<file path="src/rtl/mips_multicycle_ctrl_pkg.sv">
// Shared definitions for the multicycle MIPS controller: opcodes, funct
// codes, ALU operation classes, ALU control codes, mux select codes and the
// controller state encoding (also visible on state_o for debug).
package mips_multicycle_ctrl_pkg;

   localparam logic [5:0] OP_RTYPE = 6'h00;
   localparam logic [5:0] OP_J     = 6'h02;
   localparam logic [5:0] OP_BEQ   = 6'h04;
   localparam logic [5:0] OP_BNE   = 6'h05;
   localparam logic [5:0] OP_ADDI  = 6'h08;
   localparam logic [5:0] OP_LW    = 6'h23;
   localparam logic [5:0] OP_SW    = 6'h2B;

   localparam logic [5:0] FN_ADD = 6'h20;
   localparam logic [5:0] FN_SUB = 6'h22;
   localparam logic [5:0] FN_AND = 6'h24;
   localparam logic [5:0] FN_OR  = 6'h25;
   localparam logic [5:0] FN_SLT = 6'h2A;

   localparam logic [2:0] ALUC_AND = 3'b000;
   localparam logic [2:0] ALUC_OR  = 3'b001;
   localparam logic [2:0] ALUC_ADD = 3'b010;
   localparam logic [2:0] ALUC_SUB = 3'b110;
   localparam logic [2:0] ALUC_SLT = 3'b111;

   localparam logic [1:0] SRCB_FOUR    = 2'b01;
   localparam logic [1:0] SRCB_IMM     = 2'b10;
   localparam logic [1:0] SRCB_IMM_SH2 = 2'b11;

   localparam logic [1:0] PCSRC_ALUOUT = 2'b01;
   localparam logic [1:0] PCSRC_JUMP   = 2'b10;

   typedef enum logic [1:0] {
      ALU_OP_ADD   = 2'b00,
      ALU_OP_SUB   = 2'b01,
      ALU_OP_FUNCT = 2'b10
   } alu_op_e;

   typedef enum logic [3:0] {
      ST_FETCH  = 4'd0,
      ST_DECODE = 4'd1,
      ST_MEMADR = 4'd2,
      ST_MEMRD  = 4'd3,
      ST_MEMWB  = 4'd4,
      ST_MEMWR  = 4'd5,
      ST_EXEC   = 4'd6,
      ST_ALUWB  = 4'd7,
      ST_BRANCH = 4'd8,
      ST_ADDIEX = 4'd9,
      ST_ADDIWB = 4'd10,
      ST_JUMP   = 4'd11
   } state_e;

   // Opcodes that only exist when the extended instruction set is enabled.
   function automatic logic is_ext_op(input logic [5:0] op);
      return (op == OP_BNE) || (op == OP_ADDI) || (op == OP_J);
   endfunction

endpackage

</file>
<file path="src/rtl/mips_multicycle_ctrl_alu_decoder.sv">
// ALU decoder for the multicycle MIPS controller (purely combinational).
// Ports:
//   alu_op      in   operation class: add, sub, or decode from funct
//   funct       in   instr[5:0], used only for the funct class
//   alu_control out  ALU operation code, upper bits above [2:0] always zero
module mips_multicycle_ctrl_alu_decoder
   import mips_multicycle_ctrl_pkg::*;
#(
   parameter int ALU_CTRL_W = 3
) (
   input  alu_op_e                 alu_op,
   input  logic [5:0]              funct,
   output logic [ALU_CTRL_W-1:0]   alu_control
);

   logic [2:0] ctl;

   always_comb begin
      ctl = ALUC_ADD;
      case (alu_op)
         ALU_OP_ADD: ctl = ALUC_ADD;
         ALU_OP_SUB: ctl = ALUC_SUB;
         ALU_OP_FUNCT: begin
            // Unknown funct codes fall back to add without flagging.
            case (funct)
               FN_ADD:  ctl = ALUC_ADD;
               FN_SUB:  ctl = ALUC_SUB;
               FN_AND:  ctl = ALUC_AND;
               FN_OR:   ctl = ALUC_OR;
               FN_SLT:  ctl = ALUC_SLT;
               default: ctl = ALUC_ADD;
            endcase
         end
         default: ctl = ALUC_ADD;
      endcase
      alu_control = ALU_CTRL_W'(ctl);
   end

endmodule

</file>
<file path="src/rtl/mips_multicycle_ctrl.sv">
// Main control unit for the multicycle MIPS datapath: Moore FSM with a
// variable-latency memory handshake, plus the ALU decoder.
// Ports:
//   clk, reset            clock (rising edge), async active-low reset
//   op, funct             instr[31:26], instr[5:0]
//   zero                  ALU zero flag (branch resolution)
//   mem_ready             memory access completes this cycle
//   i_or_d .. pc_src      datapath mux selects and write strobes
//   pc_en                 PC load enable
//   alu_control           ALU operation
//   state_o               current state encoding (debug)
//   illegal_op            sticky unknown-opcode flag, cleared by reset
//
// state  | meaning
// FETCH  | read instruction, PC <= PC+4 when memory ready
// DECODE | read registers, precompute branch target, dispatch on op
// MEMADR | compute load/store address
// MEMRD  | load data read, held until memory ready
// MEMWB  | write loaded data to rt
// MEMWR  | store data write, held until memory ready
// EXEC   | R-type ALU operation
// ALUWB  | write ALU result to rd
// BRANCH | compare operands, take beq/bne
// ADDIEX | rs + sign-extended immediate
// ADDIWB | write addi result to rt
// JUMP   | load jump target into PC
module mips_multicycle_ctrl
   import mips_multicycle_ctrl_pkg::*;
#(
   parameter int ALU_CTRL_W  = 3,
   parameter bit MEM_WAIT_EN = 1'b1,
   parameter bit EXT_EN      = 1'b1
) (
   input  logic                   clk,
   input  logic                   reset,
   input  logic [5:0]             op,
   input  logic [5:0]             funct,
   input  logic                   zero,
   input  logic                   mem_ready,
   output logic                   i_or_d,
   output logic                   mem_write,
   output logic                   ir_write,
   output logic                   reg_dst,
   output logic                   mem_to_reg,
   output logic                   reg_write,
   output logic                   alu_src_a,
   output logic [1:0]             alu_src_b,
   output logic [1:0]             pc_src,
   output logic                   pc_en,
   output logic [ALU_CTRL_W-1:0]  alu_control,
   output logic [3:0]             state_o,
   output logic                   illegal_op
);

   state_e  state_q, state_d;
   logic    illegal_op_q, illegal_op_d;
   alu_op_e alu_op;
   logic    pc_write;
   logic    branch;
   logic    is_bne;
   logic    mem_rdy;
   logic    op_legal;

   // Gating with reset keeps the FETCH strobes (ir_write, pc_en) quiet while
   // reset is held, so no load happens after reset asserts.
   assign mem_rdy = (MEM_WAIT_EN ? mem_ready : 1'b1) & reset;

   assign op_legal = ((op == OP_LW) || (op == OP_SW) || (op == OP_RTYPE) ||
                      (op == OP_BEQ) || is_ext_op(op)) &&
                     (EXT_EN || !is_ext_op(op));

   always_ff @(posedge clk or negedge reset) begin
      if (!reset) begin
         state_q      <= ST_FETCH;
         illegal_op_q <= 1'b0;
      end else begin
         state_q      <= state_d;
         illegal_op_q <= illegal_op_d;
      end
   end

   always_comb begin
      state_d      = state_q;
      illegal_op_d = illegal_op_q;
      alu_op       = ALU_OP_ADD;
      i_or_d       = 1'b0;
      mem_write    = 1'b0;
      ir_write     = 1'b0;
      reg_dst      = 1'b0;
      mem_to_reg   = 1'b0;
      reg_write    = 1'b0;
      alu_src_a    = 1'b0;
      alu_src_b    = 2'b00;
      pc_src       = 2'b00;
      pc_write     = 1'b0;
      branch       = 1'b0;
      is_bne       = 1'b0;
      case (state_q)
         ST_FETCH: begin
            alu_src_b = SRCB_FOUR;
            ir_write  = mem_rdy;
            pc_write  = mem_rdy;
            if (mem_rdy) state_d = ST_DECODE;
         end
         ST_DECODE: begin
            alu_src_b = SRCB_IMM_SH2;
            state_d   = ST_FETCH;
            if (!op_legal) begin
               illegal_op_d = 1'b1;
            end else begin
               case (op)
                  OP_LW, OP_SW:   state_d = ST_MEMADR;
                  OP_RTYPE:       state_d = ST_EXEC;
                  OP_BEQ, OP_BNE: state_d = ST_BRANCH;
                  OP_ADDI:        state_d = ST_ADDIEX;
                  OP_J:           state_d = ST_JUMP;
                  default:        state_d = ST_FETCH;
               endcase
            end
         end
         ST_MEMADR: begin
            alu_src_a = 1'b1;
            alu_src_b = SRCB_IMM;
            state_d   = (op == OP_SW) ? ST_MEMWR : ST_MEMRD;
         end
         ST_MEMRD: begin
            i_or_d = 1'b1;
            if (mem_rdy) state_d = ST_MEMWB;
         end
         ST_MEMWB: begin
            mem_to_reg = 1'b1;
            reg_write  = 1'b1;
            state_d    = ST_FETCH;
         end
         ST_MEMWR: begin
            i_or_d    = 1'b1;
            mem_write = 1'b1;
            if (mem_rdy) state_d = ST_FETCH;
         end
         ST_EXEC: begin
            alu_src_a = 1'b1;
            alu_op    = ALU_OP_FUNCT;
            state_d   = ST_ALUWB;
         end
         ST_ALUWB: begin
            reg_dst   = 1'b1;
            reg_write = 1'b1;
            state_d   = ST_FETCH;
         end
         ST_BRANCH: begin
            alu_src_a = 1'b1;
            alu_op    = ALU_OP_SUB;
            pc_src    = PCSRC_ALUOUT;
            branch    = 1'b1;
            is_bne    = op[0];
            state_d   = ST_FETCH;
         end
         ST_ADDIEX: begin
            alu_src_a = 1'b1;
            alu_src_b = SRCB_IMM;
            state_d   = ST_ADDIWB;
         end
         ST_ADDIWB: begin
            reg_write = 1'b1;
            state_d   = ST_FETCH;
         end
         ST_JUMP: begin
            pc_src   = PCSRC_JUMP;
            pc_write = 1'b1;
            state_d  = ST_FETCH;
         end
         default: state_d = ST_FETCH;
      endcase
   end

   // Branch taken when the compare result matches the branch sense.
   assign pc_en      = pc_write | (branch & (zero ^ is_bne));
   assign state_o    = state_q;
   assign illegal_op = illegal_op_q;

   mips_multicycle_ctrl_alu_decoder #(
      .ALU_CTRL_W (ALU_CTRL_W)
   ) u_alu_decoder (
      .alu_op      (alu_op),
      .funct       (funct),
      .alu_control (alu_control)
   );

endmodule

</file>
<file path="config.mk">
export PLATFORM = sky130hd
export DESIGN_NAME = mips_multicycle_ctrl
export DESIGN_NICKNAME = d
export VERILOG_FILES = /design/src/rtl/mips_multicycle_ctrl_pkg.sv /design/src/rtl/mips_multicycle_ctrl_alu_decoder.sv /design/src/rtl/mips_multicycle_ctrl.sv
export SDC_FILE = /design/constraint.sdc
export NUM_CORES = 1
export LEC_CHECK = 0
export ABC_AREA = 1
export CAP_MARGIN = 20
export CELL_PAD_IN_SITES_DETAIL_PLACEMENT = 0
export CELL_PAD_IN_SITES_GLOBAL_PLACEMENT = 2
export CORE_ASPECT_RATIO = 0.8
export CORE_MARGIN = 3
export CORE_UTILIZATION = 24
export CTS_CLUSTER_DIAMETER = 100
export DETAILED_ROUTE_END_ITERATION = 8
export DONT_BUFFER_PORTS = 1
export PLACE_DENSITY = 0.73
export SETUP_SLACK_MARGIN = 0.4
export SYNTH_ARGS = -nofsm -noshare
export SYNTH_HDL_FRONTEND = slang
export SYNTH_SLANG_ARGS = --single-unit
</file>
<file path="constraint.sdc">
create_clock -name clk -period 1.8 [get_ports clk]
set_clock_uncertainty 0.15 [all_clocks]
set_input_delay 0.45 -clock clk [delete_from_list [all_inputs] [get_ports clk]]
set_output_delay 0.45 -clock clk [all_outputs]
set_load 0.02 [all_outputs]
</file>
==> metrics.log <==
[metrics] die width: 63.6 um
[metrics] First DRT Iteration DRCs: 14
[metrics] Port Buffers: 0
[metrics] synthesized netlist cell count: 118
[metrics] insertion delay to the later sink of the worst-skew pair: 0.23 ns
[metrics] transition at the pin with the smallest max-transition slack: 0.361 ns
[metrics] RSZ-0062 raised after global routing: yes
[metrics] sequential share of the synthesized area: 0.196
[metrics] failing checks: setup timing
[metrics] power density over cell area: 1110 mW/mm^2
[metrics] Yosys cell types: 19
[metrics] initial core utilization: 0.257
[metrics] biggest cell delay along the critical path: 0.39 ns
[metrics] warnings from Yosys: 0
[metrics] Setup crit start kind: flop
[metrics] die area: 0.00331 mm^2
[metrics] highest clock rate: 439 MHz
[metrics] gp weighted congestion: 0.757
[metrics] Detailed Route WL: 2.15 mm
[metrics] share of post-route cells with drive strength above 1: 0.538
[metrics] post-synthesis sequential element count: 5
[metrics] required time of the worst setup path: 1.20 ns
[metrics] critical path start-end classification: flop to output pin
[metrics] cell family with most CP delay: flip-flops
[metrics] per-instance average area after synthesis: 5.40 um^2
[metrics] final setup violation count: 15
[metrics] min Tclk post-route: 2.28 ns
[metrics] Sinks on Clock Net: 5
[metrics] final period utilization: 1.27
[metrics] Remaining DRCs: 0
[metrics] H-Tree Depth: 1
[metrics] half-perimeter wire length of the detailed placement result: 1.75 mm
[metrics] Slew HR: 0.758
[metrics] cell with the most instances on the worst path: inv_2
[metrics] die boundary height: 52.1 um
[metrics] VDD IR-drop max: 0.744 mV
[metrics] wire length of the first global-routing pass: 3.57 mm
[metrics] net count of the finished layout: 179
[metrics] layout overhead on the synthesized area: 94.1%
[metrics] sequence of cells on the critical path: inv_2 -> nor2_4 -> inv_2 -> nor2_4 -> inv_2 -> ha_4 -> inv_4 -> nand4_1 -> o21ai_1 -> buf_4
[metrics] classification of the worst-slack hold path: input pin to async pin
[metrics] outcome: finished, violations left
[metrics] initial antenna violation count: 0
[metrics] maximum number of pins on one net before global-route repair: 6
[metrics] TritonCTS clock tree: done
[metrics] routed length per placed instance: 11.0 um
[metrics] vias post-DR: 822
[metrics] CTS Buffer Depth: 2
[metrics] remaining antenna violation count: 0
[metrics] I/O pin count: 36
[metrics] Final Hold Viols: 0
[metrics] diode count: 0
[metrics] Root Buffer Master: clkbuf_4
[metrics] post-synthesis cell area: 637 um^2
[metrics] post-DR vias/cell: 4.19
[metrics] fraction of post-synthesis cell area in the top cell type by area: 0.196
[metrics] PnR worst setup slack: -0.479 ns
[metrics] Slowest cell on crit path: dfrtp_2
[metrics] Synth Net Count: 136
[metrics] leakage: 0.633 nW
[metrics] register clock-pin slew on the reported worst setup and hold paths: 0.04 ns
[metrics] drt first pass iters: 2
[metrics] non-filler instance count after layout: 196
[metrics] WP data arrival: 1.68 ns
[metrics] via count of the first global-routing pass: 815
[metrics] Remaining Overflow, GRT: 0
[metrics] Setup TNS Final: -3.30 ns
[metrics] Inserted Clock Buffers: 3
[metrics] core area: 0.00248 mm^2
[metrics] Worst setup EP type: output pin
[metrics] total instance count after detailed placement: 182
[metrics] largest fanout of any net on the critical path: 3
[metrics] biggest area consumer among synthesized cells: dfrtp_1
[metrics] Buf+Inv Stages, Crit Path: 5
[metrics] # Max-Cap Violations: 0
[metrics] Fill cells: 261
[metrics] final-report max-slew violation count: 0
[metrics] aggregate global-route resource usage: 0.136
[metrics] top post-synthesis cells by area: dfrtp_1 (20%), nand2_1 (17%), inv_1 (15%), nor2_1 (14%), nand3_1 (7.9%)
[metrics] Placement Rows: 16
## stage by stage
stage	worst slack [ns]	hold slack [ns]	instance area (um^2)	total power, mW	utilization
after global placement	-0.232	0.00459	958	0.940	0.386
after global routing	-0.567	0.357	1240	1.48	0.498
after detailed placement	-0.255	0.00457	958	0.936	0.386
final	-0.479	0.352	1240	1.37	0.498
after CTS	-0.457	0.356	1160	1.28	0.467
after floorplan	-0.284	0.00441	703	0.650	-
## kinds of logic (layout without fill, tap and decap cells)
kind of cell	count (synthesis)	in the layout	synth area share
AND/OR/NAND/NOR	71	71	0.493
buffers and inverters	28	70	0.165
AO/OA/AOI/OAI	11	11	0.0923
flip-flops	5	5	0.196
adder cells (fa/ha/maj)	2	2	0.0393
XOR/XNOR	1	1	0.0138
## cell usage after synthesis, drive strengths merged
cell    count
a21oi       2
dfrtp       5
ha          2
inv        28
nand2      29
nand3      10
nand3b      1
nand4       2
nor2       28
nor3        1
o21ai       7
o22ai       1
o31ai       1
xor2        1
## where the power goes
part / switching, mW / internal [mW] / total (mW)
combinational: 0.590 / 0.475 / 1.07
sequential: 0.0413 / 0.143 / 0.184
clock: 0.0408 / 0.0835 / 0.124
## layer usage
metal	global-route usage	part of all wire	vias up
li1	-	-	444
met1	0.175	0.46	361
met2	0.236	0.48	17
met5	0	0	-
met3	0.0389	0.061	0
met4	0.0108	0	0
## cell type report
type | count | area (um^2) | area share
clock buffers | 4 | 26.3 | 0.0213
inverters | 28 | 113 | 0.0911
multi-input cells | 85 | 574 | 0.465
flip-flops and latches | 5 | 130 | 0.105
well taps | 36 | 45.0 | 0.0364
repair buffers | 38 | 348 | 0.281
## cells in the final DEF, fill, tap and decap left out
master and count:
ha_4 1, o21ai_0 1, inv_1 13, nand2_8 1, nand3_1 9, o31ai_1 1
xor2_1 1, buf_4 23, o21ai_4 2, nand2_1 22, ha_1 1, buf_6 12
nand3b_1 1, nand2_4 2, inv_4 3, o22ai_4 1, clkbuf_1 1, a21oi_2 1
nor2_2 3, nand2_2 4, dfrtp_1 1, nor2_4 10, o21ai_1 3, a21oi_1 1
o21ai_2 1, clkbuf_4 3, nand3_4 1, nand4_1 2, dlygate4sd3_1 1, nor3_1 1
dfrtp_2 4, buf_8 2, inv_2 12, nor2_1 15
## worst register-to-register path, stage by stage (launching register included)
cell and delay [ns]:
dfrtp_2 0.44, buf_4 0.15, buf_6 0.13, nor2_4 0.12, buf_6 0.12, inv_4 0.05
nor2_4 0.09, inv_2 0.06, nand3_1 0.06, nand2_1 0.06, nand2_1 0.07, nand2_1 0.05
## registers in the layout (all words and copies together) (netlist names)
register	count
state_o	4
illegal_op	1
## worst paths after layout
| check | from | end | slack, ns | cells past startpoint |
|---|---|---|---|---|
| setup / recovery | state_o[3]$_DFFE_PN0P_ | alu_control[2] | -0.48 | 10 |
| hold / removal | reset | state_o[2]$_DFFE_PN0P_ | 0.35 | 1 |
| setup reg to reg | state_o[2]$_DFFE_PN0P_ | state_o[2]$_DFFE_PN0P_ | 0.14 | 11 |
| hold reg to reg | illegal_op$_DFFE_PN0P_ | illegal_op$_DFFE_PN0P_ | 0.47 | 2 |
| max in group asynchronous | reset | state_o[3]$_DFFE_PN0P_ | 0.94 | 1 |
| min in group clk | op[2] | state_o[1]$_DFFE_PN0P_ | 0.36 | 4 |
## what timing repair did
action | 4_1_cts | 5_1_grt
hold buffers | 1 | 0
setup endpoints to repair | 22 | 23
pin swaps | 5 | 7
resized for setup | 35 | 14
buffers inserted | 5 | 4
hold endpoints to repair | 5 | 0
No activity file was read; power rests on OpenSTA's default activity.
